<file path="src/rtl/wb_mem_pkg.sv">
// Shared definitions for the parameterised Wishbone slave memory:
// FSM state encodings and the byte-offset width helper.
package wb_mem_pkg;

  typedef logic [1:0] state_t;

  localparam state_t ST_IDLE = 2'd0;
  localparam state_t ST_WAIT = 2'd1;
  localparam state_t ST_DONE = 2'd2;

  // Number of low address bits that select a byte within one DW-wide word.
  function automatic int off_bits(input int dw);
    return $clog2(dw / 8);
  endfunction

endpackage

</file>
<file path="src/rtl/wb_param_slave_mem_if.sv">
// Wishbone classic bus bundle between one master and the slave memory.
interface wb_param_slave_mem_if #(
  parameter int DW = 32,
  parameter int AW = 32
);

  logic [DW-1:0]   data_i;
  logic [AW-1:0]   adr_i;
  logic            we_i;
  logic [DW/8-1:0] sel_i;
  logic            stb_i;
  logic            cyc_i;
  logic [DW-1:0]   data_o;
  logic            ack_o;
  logic            err_o;

  modport master (
    output data_i, adr_i, we_i, sel_i, stb_i, cyc_i,
    input  data_o, ack_o, err_o
  );

  modport slave (
    input  data_i, adr_i, we_i, sel_i, stb_i, cyc_i,
    output data_o, ack_o, err_o
  );

endinterface

</file>
<file path="src/rtl/wb_mem_array.sv">
// DEPTH x DW register array: per-byte write enables, synchronous clear,
// asynchronous read port.
module wb_mem_array #(
  parameter int DW    = 32,
  parameter int DEPTH = 16,
  parameter int IW    = $clog2(DEPTH)
) (
  input  logic            clk_i,
  input  logic            rst_i,
  input  logic            we_i,
  input  logic [DW/8-1:0] be_i,
  input  logic [IW-1:0]   addr_i,
  input  logic [DW-1:0]   wdata_i,
  output logic [DW-1:0]   rdata_o
);

  logic [DEPTH-1:0][DW-1:0] mem_q, mem_d;

  // NOTE: combinational blocks use blocking '=' and start from a full default
  // so no path leaves mem_d unassigned and no latch is inferred.
  always_comb begin
    mem_d = mem_q;
    if (we_i) begin
      for (int k = 0; k < DW / 8; k++) begin
        if (be_i[k]) mem_d[addr_i][8*k +: 8] = wdata_i[8*k +: 8];
      end
    end
  end

  // NOTE: the array lives in flops rather than a RAM macro, so it can and must
  // be cleared by reset; sequential state is only ever updated with '<='.
  always_ff @(posedge clk_i) begin
    if (rst_i) mem_q <= '0;
    else       mem_q <= mem_d;
  end

  assign rdata_o = mem_q[addr_i];

endmodule

</file>
<file path="src/rtl/wb_param_slave_mem.sv">
// Wishbone slave memory with configurable wait states: FSM, wait counter,
// address decode and registered ack/err/data outputs around wb_mem_array.
module wb_param_slave_mem
  import wb_mem_pkg::*;
#(
  parameter int DW          = 32,
  parameter int AW          = 32,
  parameter int DEPTH       = 16,
  parameter int WAIT_CYCLES = 0
) (
  input  logic                 clk_i,
  input  logic                 rst_i,
  wb_param_slave_mem_if.slave  bus
);

  localparam int OB = off_bits(DW);
  localparam int IW = $clog2(DEPTH);

  logic          req;
  logic [AW-1:0] word_idx;
  logic          in_range;
  logic [IW-1:0] mem_addr;
  logic [DW-1:0] rd_data;
  logic          wr_en;

  state_t        state_q, state_d;
  logic [3:0]    cnt_q, cnt_d;
  logic          ack_q, ack_d;
  logic          err_q, err_d;
  logic [DW-1:0] data_q, data_d;

  assign req      = bus.cyc_i & bus.stb_i;
  assign word_idx = bus.adr_i >> OB;
  assign in_range = word_idx < AW'(DEPTH);
  assign mem_addr = word_idx[IW-1:0];

  // Terminations are registered at the edge that ends DONE, which is also the
  // write-commit edge; dropping the request at that edge aborts cleanly.
  always_comb begin
    state_d = state_q;
    cnt_d   = cnt_q;
    ack_d   = 1'b0;
    err_d   = 1'b0;
    data_d  = '0;
    wr_en   = 1'b0;
    case (state_q)
      ST_IDLE: begin
        if (req) begin
          if (WAIT_CYCLES == 0) begin
            state_d = ST_DONE;
          end else begin
            state_d = ST_WAIT;
            cnt_d   = 4'(WAIT_CYCLES - 1);
          end
        end
      end
      ST_WAIT: begin
        if (!req) begin
          state_d = ST_IDLE;
          cnt_d   = '0;
        end else if (cnt_q == 4'd0) begin
          state_d = ST_DONE;
        end else begin
          cnt_d = cnt_q - 4'd1;
        end
      end
      ST_DONE: begin
        state_d = ST_IDLE;
        if (req) begin
          if (in_range) begin
            ack_d = 1'b1;
            wr_en = bus.we_i;
            if (!bus.we_i) data_d = rd_data;
          end else begin
            err_d = 1'b1;
          end
        end
      end
      default: state_d = ST_IDLE;
    endcase
  end

  always_ff @(posedge clk_i) begin
    if (rst_i) begin
      state_q <= ST_IDLE;
      cnt_q   <= '0;
      ack_q   <= 1'b0;
      err_q   <= 1'b0;
      data_q  <= '0;
    end else begin
      state_q <= state_d;
      cnt_q   <= cnt_d;
      ack_q   <= ack_d;
      err_q   <= err_d;
      data_q  <= data_d;
    end
  end

  wb_mem_array #(
    .DW    (DW),
    .DEPTH (DEPTH),
    .IW    (IW)
  ) u_mem (
    .clk_i   (clk_i),
    .rst_i   (rst_i),
    .we_i    (wr_en),
    .be_i    (bus.sel_i),
    .addr_i  (mem_addr),
    .wdata_i (bus.data_i),
    .rdata_o (rd_data)
  );

  assign bus.ack_o  = ack_q;
  assign bus.err_o  = err_q;
  assign bus.data_o = data_q;

endmodule

</file>
<file path="src/flat_wrapper.sv">
// flat-port wrapper written by rule: the top's interface ports become plain ports
module wb_param_slave_mem_flat import wb_mem_pkg::*;
#(
  parameter int DW          = 32,
  parameter int AW          = 32,
  parameter int DEPTH       = 16,
  parameter int WAIT_CYCLES = 0
)
  (clk_i, rst_i, bus_data_i, bus_adr_i, bus_we_i, bus_sel_i, bus_stb_i, bus_cyc_i, bus_data_o, bus_ack_o, bus_err_o);
  wb_param_slave_mem_if #(.DW(DW), .AW(AW)) bus_i ();
  input  logic clk_i;
  input  logic rst_i;
  input wire logic [$bits(bus_i.data_i)-1:0] bus_data_i;
  input wire logic [$bits(bus_i.adr_i)-1:0] bus_adr_i;
  input wire logic [$bits(bus_i.we_i)-1:0] bus_we_i;
  input wire logic [$bits(bus_i.sel_i)-1:0] bus_sel_i;
  input wire logic [$bits(bus_i.stb_i)-1:0] bus_stb_i;
  input wire logic [$bits(bus_i.cyc_i)-1:0] bus_cyc_i;
  output wire logic [$bits(bus_i.data_o)-1:0] bus_data_o;
  output wire logic [$bits(bus_i.ack_o)-1:0] bus_ack_o;
  output wire logic [$bits(bus_i.err_o)-1:0] bus_err_o;
  assign bus_i.data_i = bus_data_i;
  assign bus_i.adr_i = bus_adr_i;
  assign bus_i.we_i = bus_we_i;
  assign bus_i.sel_i = bus_sel_i;
  assign bus_i.stb_i = bus_stb_i;
  assign bus_i.cyc_i = bus_cyc_i;
  assign bus_data_o = bus_i.data_o;
  assign bus_ack_o = bus_i.ack_o;
  assign bus_err_o = bus_i.err_o;
  wb_param_slave_mem #(.DW(DW), .AW(AW), .DEPTH(DEPTH), .WAIT_CYCLES(WAIT_CYCLES)) u_core (.clk_i(clk_i), .rst_i(rst_i), .bus(bus_i));
endmodule
</file>
<file path="config.mk">
export PLATFORM = sky130hd
export DESIGN_NAME = wb_param_slave_mem_flat
export DESIGN_NICKNAME = d
export VERILOG_FILES = /design/src/rtl/wb_mem_pkg.sv /design/src/rtl/wb_param_slave_mem_if.sv /design/src/rtl/wb_mem_array.sv /design/src/rtl/wb_param_slave_mem.sv /design/src/flat_wrapper.sv
export SDC_FILE = /design/constraint.sdc
export NUM_CORES = 1
export LEC_CHECK = 0
export BUFFER_PORTS_ARGS = -buffer_cell sky130_fd_sc_hd__buf_2
export CAP_MARGIN = 20
export CELL_PAD_IN_SITES_DETAIL_PLACEMENT = 1
export CELL_PAD_IN_SITES_GLOBAL_PLACEMENT = 1
export CORE_UTILIZATION = 45
export CTS_CLUSTER_SIZE = 30
export DETAILED_ROUTE_END_ITERATION = 8
export PLACE_DENSITY_LB_ADDON = 0.1
export SYNTH_ARGS = -nofsm -noshare
export SYNTH_HDL_FRONTEND = slang
export SYNTH_SLANG_ARGS = --single-unit
</file>
<file path="constraint.sdc">
create_clock -name clk_i -period 2.14 [get_ports clk_i]
set_input_delay 0.428 -clock clk_i [delete_from_list [all_inputs] [get_ports clk_i]]
set_output_delay 0.428 -clock clk_i [all_outputs]
set_load 0.005 [all_outputs]
</file>
==> out/results.ini <==
[pwr]
max-vdd-ir-drop_uv = 722.4
clockPowerShare_pct = 46.2
pwr-share-comb_pct = 5.1
power.total_mw = 20.90
netSwitchingPower_mw = 4.681
power.share.sequential_pct = 48.7
intPower_mw = 16.22
switching_share_pct = 22.39
cellPowerDensity_nw_per_um2 = 694.6
p_leak_nw = 14.03

[min_path]
hp-class = in -> reg

[drt]
wl_per_cell_um = 21.71
vias = 16990
ant_nets = 0
drcViolationCount = 0
avgViaCountPerCell = 5.443
drt-total-wl_mm = 67.77
drtIter0Drc = 775
drtPass1Iterations = 4

[clock_network]
clockBufferDepth = 3
post_cts_resized = 0
clock_sinks = 547
cts_tree = done
post_cts_buffers = 0
cts_max_level = 2
tritoncts.num_buffers = 59
clkTransAtPathRegs_ns = 0.06
clk_root_buffer_cell = clkbuf_16
cts_hold_buffers = 0
clock_latency_ns = 0.62

[sta]
final_max_slew_viol_count = 0
skew_ns = 0.02188
setup_tns_ns = 0
finalHoldViolations = 0
setup_viol = 0
tightestPinTransition_ns = 0.7144
fin_crit_sh_pct = 87.32
worst_slack_ns = 0.2715
fin_crit_ns = 1.869
rsz0062_at_grt = no
relSlewSlack_pct = 52.37
timing.fmax_mhz = 535.2

[setup_path]
crit_arrival_ns = 2.38
critPathMaxFanout = 32
required_ns = 2.65
crit_path_start_kind = input pin
cp-end-kind = flip-flop
critical_path_class = in -> reg

[synthesis]
yosysTopAreaCellShare_pct = 43.62
ys_seq_elements = 547
synth_edf_count = 0
synthArstFlopShare_pct = 0
ys_top_cells_by_area = dfxtp_1 44%, mux2i_1 22%, nand2b_1 14%
syn-cell-area_sq_um = 25110
ys_seq_area_share_pct = 43.62
ys.flop_type = dfxtp_1
yosys-top-cells-count = 547 x dfxtp_1, 547 x nand2b_1, 544 x mux2i_1, 143 x clkbuf_1, 128 x mux4_2
yosysWarnings = 0
post_synth_num_cell_types = 26
synthCells = 2161
syn_nets = 2234
syn_area_per_cell_sq_um = 11.62
synth_top_cell_by_area = dfxtp_1

[flow_run]
max_cap_violations = 0

[status]
run_status = completed

[place]
io_buffers = 104
post-dp-hpwl_mm = 43.34
pre_cts_slack_ns = -0.3453
gp_congestion = 0.7787

[floorplan]
die_w_um = 238.2
rows = 86
core_area_sq_um = 55090
dieHeight_um = 238.2
initial_utilization_pct = 45.57
ios = 107
die-area_sq_um = 56740

[finish]
drive_above_1_share_pct = 24.47
antenna_cells = 0
finish.net_count = 2405
synthToLayoutAreaGrowth_pct = 19.87

[global_route]
antenna_found_initial = 1
grt_pass1_wl_mm = 106.0
grtUsageTotal_pct = 24.13
overflow = 0
grt_max_degree = 172
grt_pass1_vias = 18280

[logic make-up (layout without fill, tap and decap cells)]
| group | count (synthesis) | count (layout) | synth area share (%) |
|---|---|---|---|
| and+or+nand+nor | 684 | 684 | 18.07 |
| buffers and inverters | 194 | 407 | 3.229 |
| DFF | 547 | 547 | 43.62 |
| AOI/OAI and AO/OA | 64 | 64 | 1.914 |
| muxes | 672 | 672 | 33.17 |
[worst paths after layout]
check                                        startpoint                      end  slack, ns  cells past startpoint
worst max-delay path                      bus_adr_i[27]     u_core.bus.data_o[5]       0.27                      6
worst min-delay path                          bus_stb_i        u_core.state_q[1]       0.13                      3
worst max register to register        u_core.state_q[1]  u_core.u_mem.mem_q[507]       0.28                      6
worst min register to register  u_core.u_mem.mem_q[322]  u_core.u_mem.mem_q[322]       0.47                      2
[routing by layer]
metal	GRT usage (%)	wire length, um
met1	32.04	30550
met2	41.48	33740
met3	2.649	1964
met4	6.799	1522
met5	0	0
[cells in the final DEF (no fill, tap or decap), types with 21 or more instances in the layout]
cell type  instances
mux4_2           128
nand3_2           52
nor2b_1           33
buf_12            80
dfxtp_1          547
nand2b_1         547
clkbuf_16         61
clkbuf_1          21
a211oi_1          64
buf_2             99
mux2i_1          544
buf_4            122
[power by group through the flow]
stage | logic, mW | clock network [mW] | registers [mW]
after CTS | 1.08 | 9.91 | 10.2
final | 1.07 | 9.65 | 10.2
after global routing | 1.14 | 10.4 | 10.2
after floorplan | 0.681 | 0 | 10.4
after detailed placement | 1.08 | 0 | 10.4
after global placement | 1.06 | 0 | 10.4
[sequential cells by signal (all words and copies together), names as in the netlist]
signal              count
u_core.bus.ack_o        1
u_core.bus.err_o        1
u_core.bus.data_o      32
u_core.state_q          1
u_core.u_mem.mem_q    512
[final cells by class]
cell class | count | area (sq um)
tap | 748 | 935.9
clock buffer | 93 | 1757
timing repair buffer | 304 | 3053
fill | 5691 | 25000
multi-input combinational | 1420 | 13350
clock inverter | 10 | 50.05
sequential | 547 | 10950
[worst max-delay path: stages]
cell and delay (ns):
buf_2 0.09, nor4_1 0.38, nand4_1 0.28, or4_2 0.74, buf_12 0.22, a211oi_1 0.23
[metrics by stage]
step / util [%] / instance area (sq um) / hold slack, ns / instances
floorplan: - / 25110 / 0.4425 / 2161
global placement: 51.34 / 28290 / 0.4564 / 3019
detailed placement: 51.34 / 28290 / 0.4654 / 3019
CTS: 54.62 / 30090 / 0.09087 / 3122
global route: 54.62 / 30090 / 0.1454 / 3122
finish: 54.62 / 30090 / 0.1343 / 3122
No activity file was read; power rests on OpenSTA's default activity.
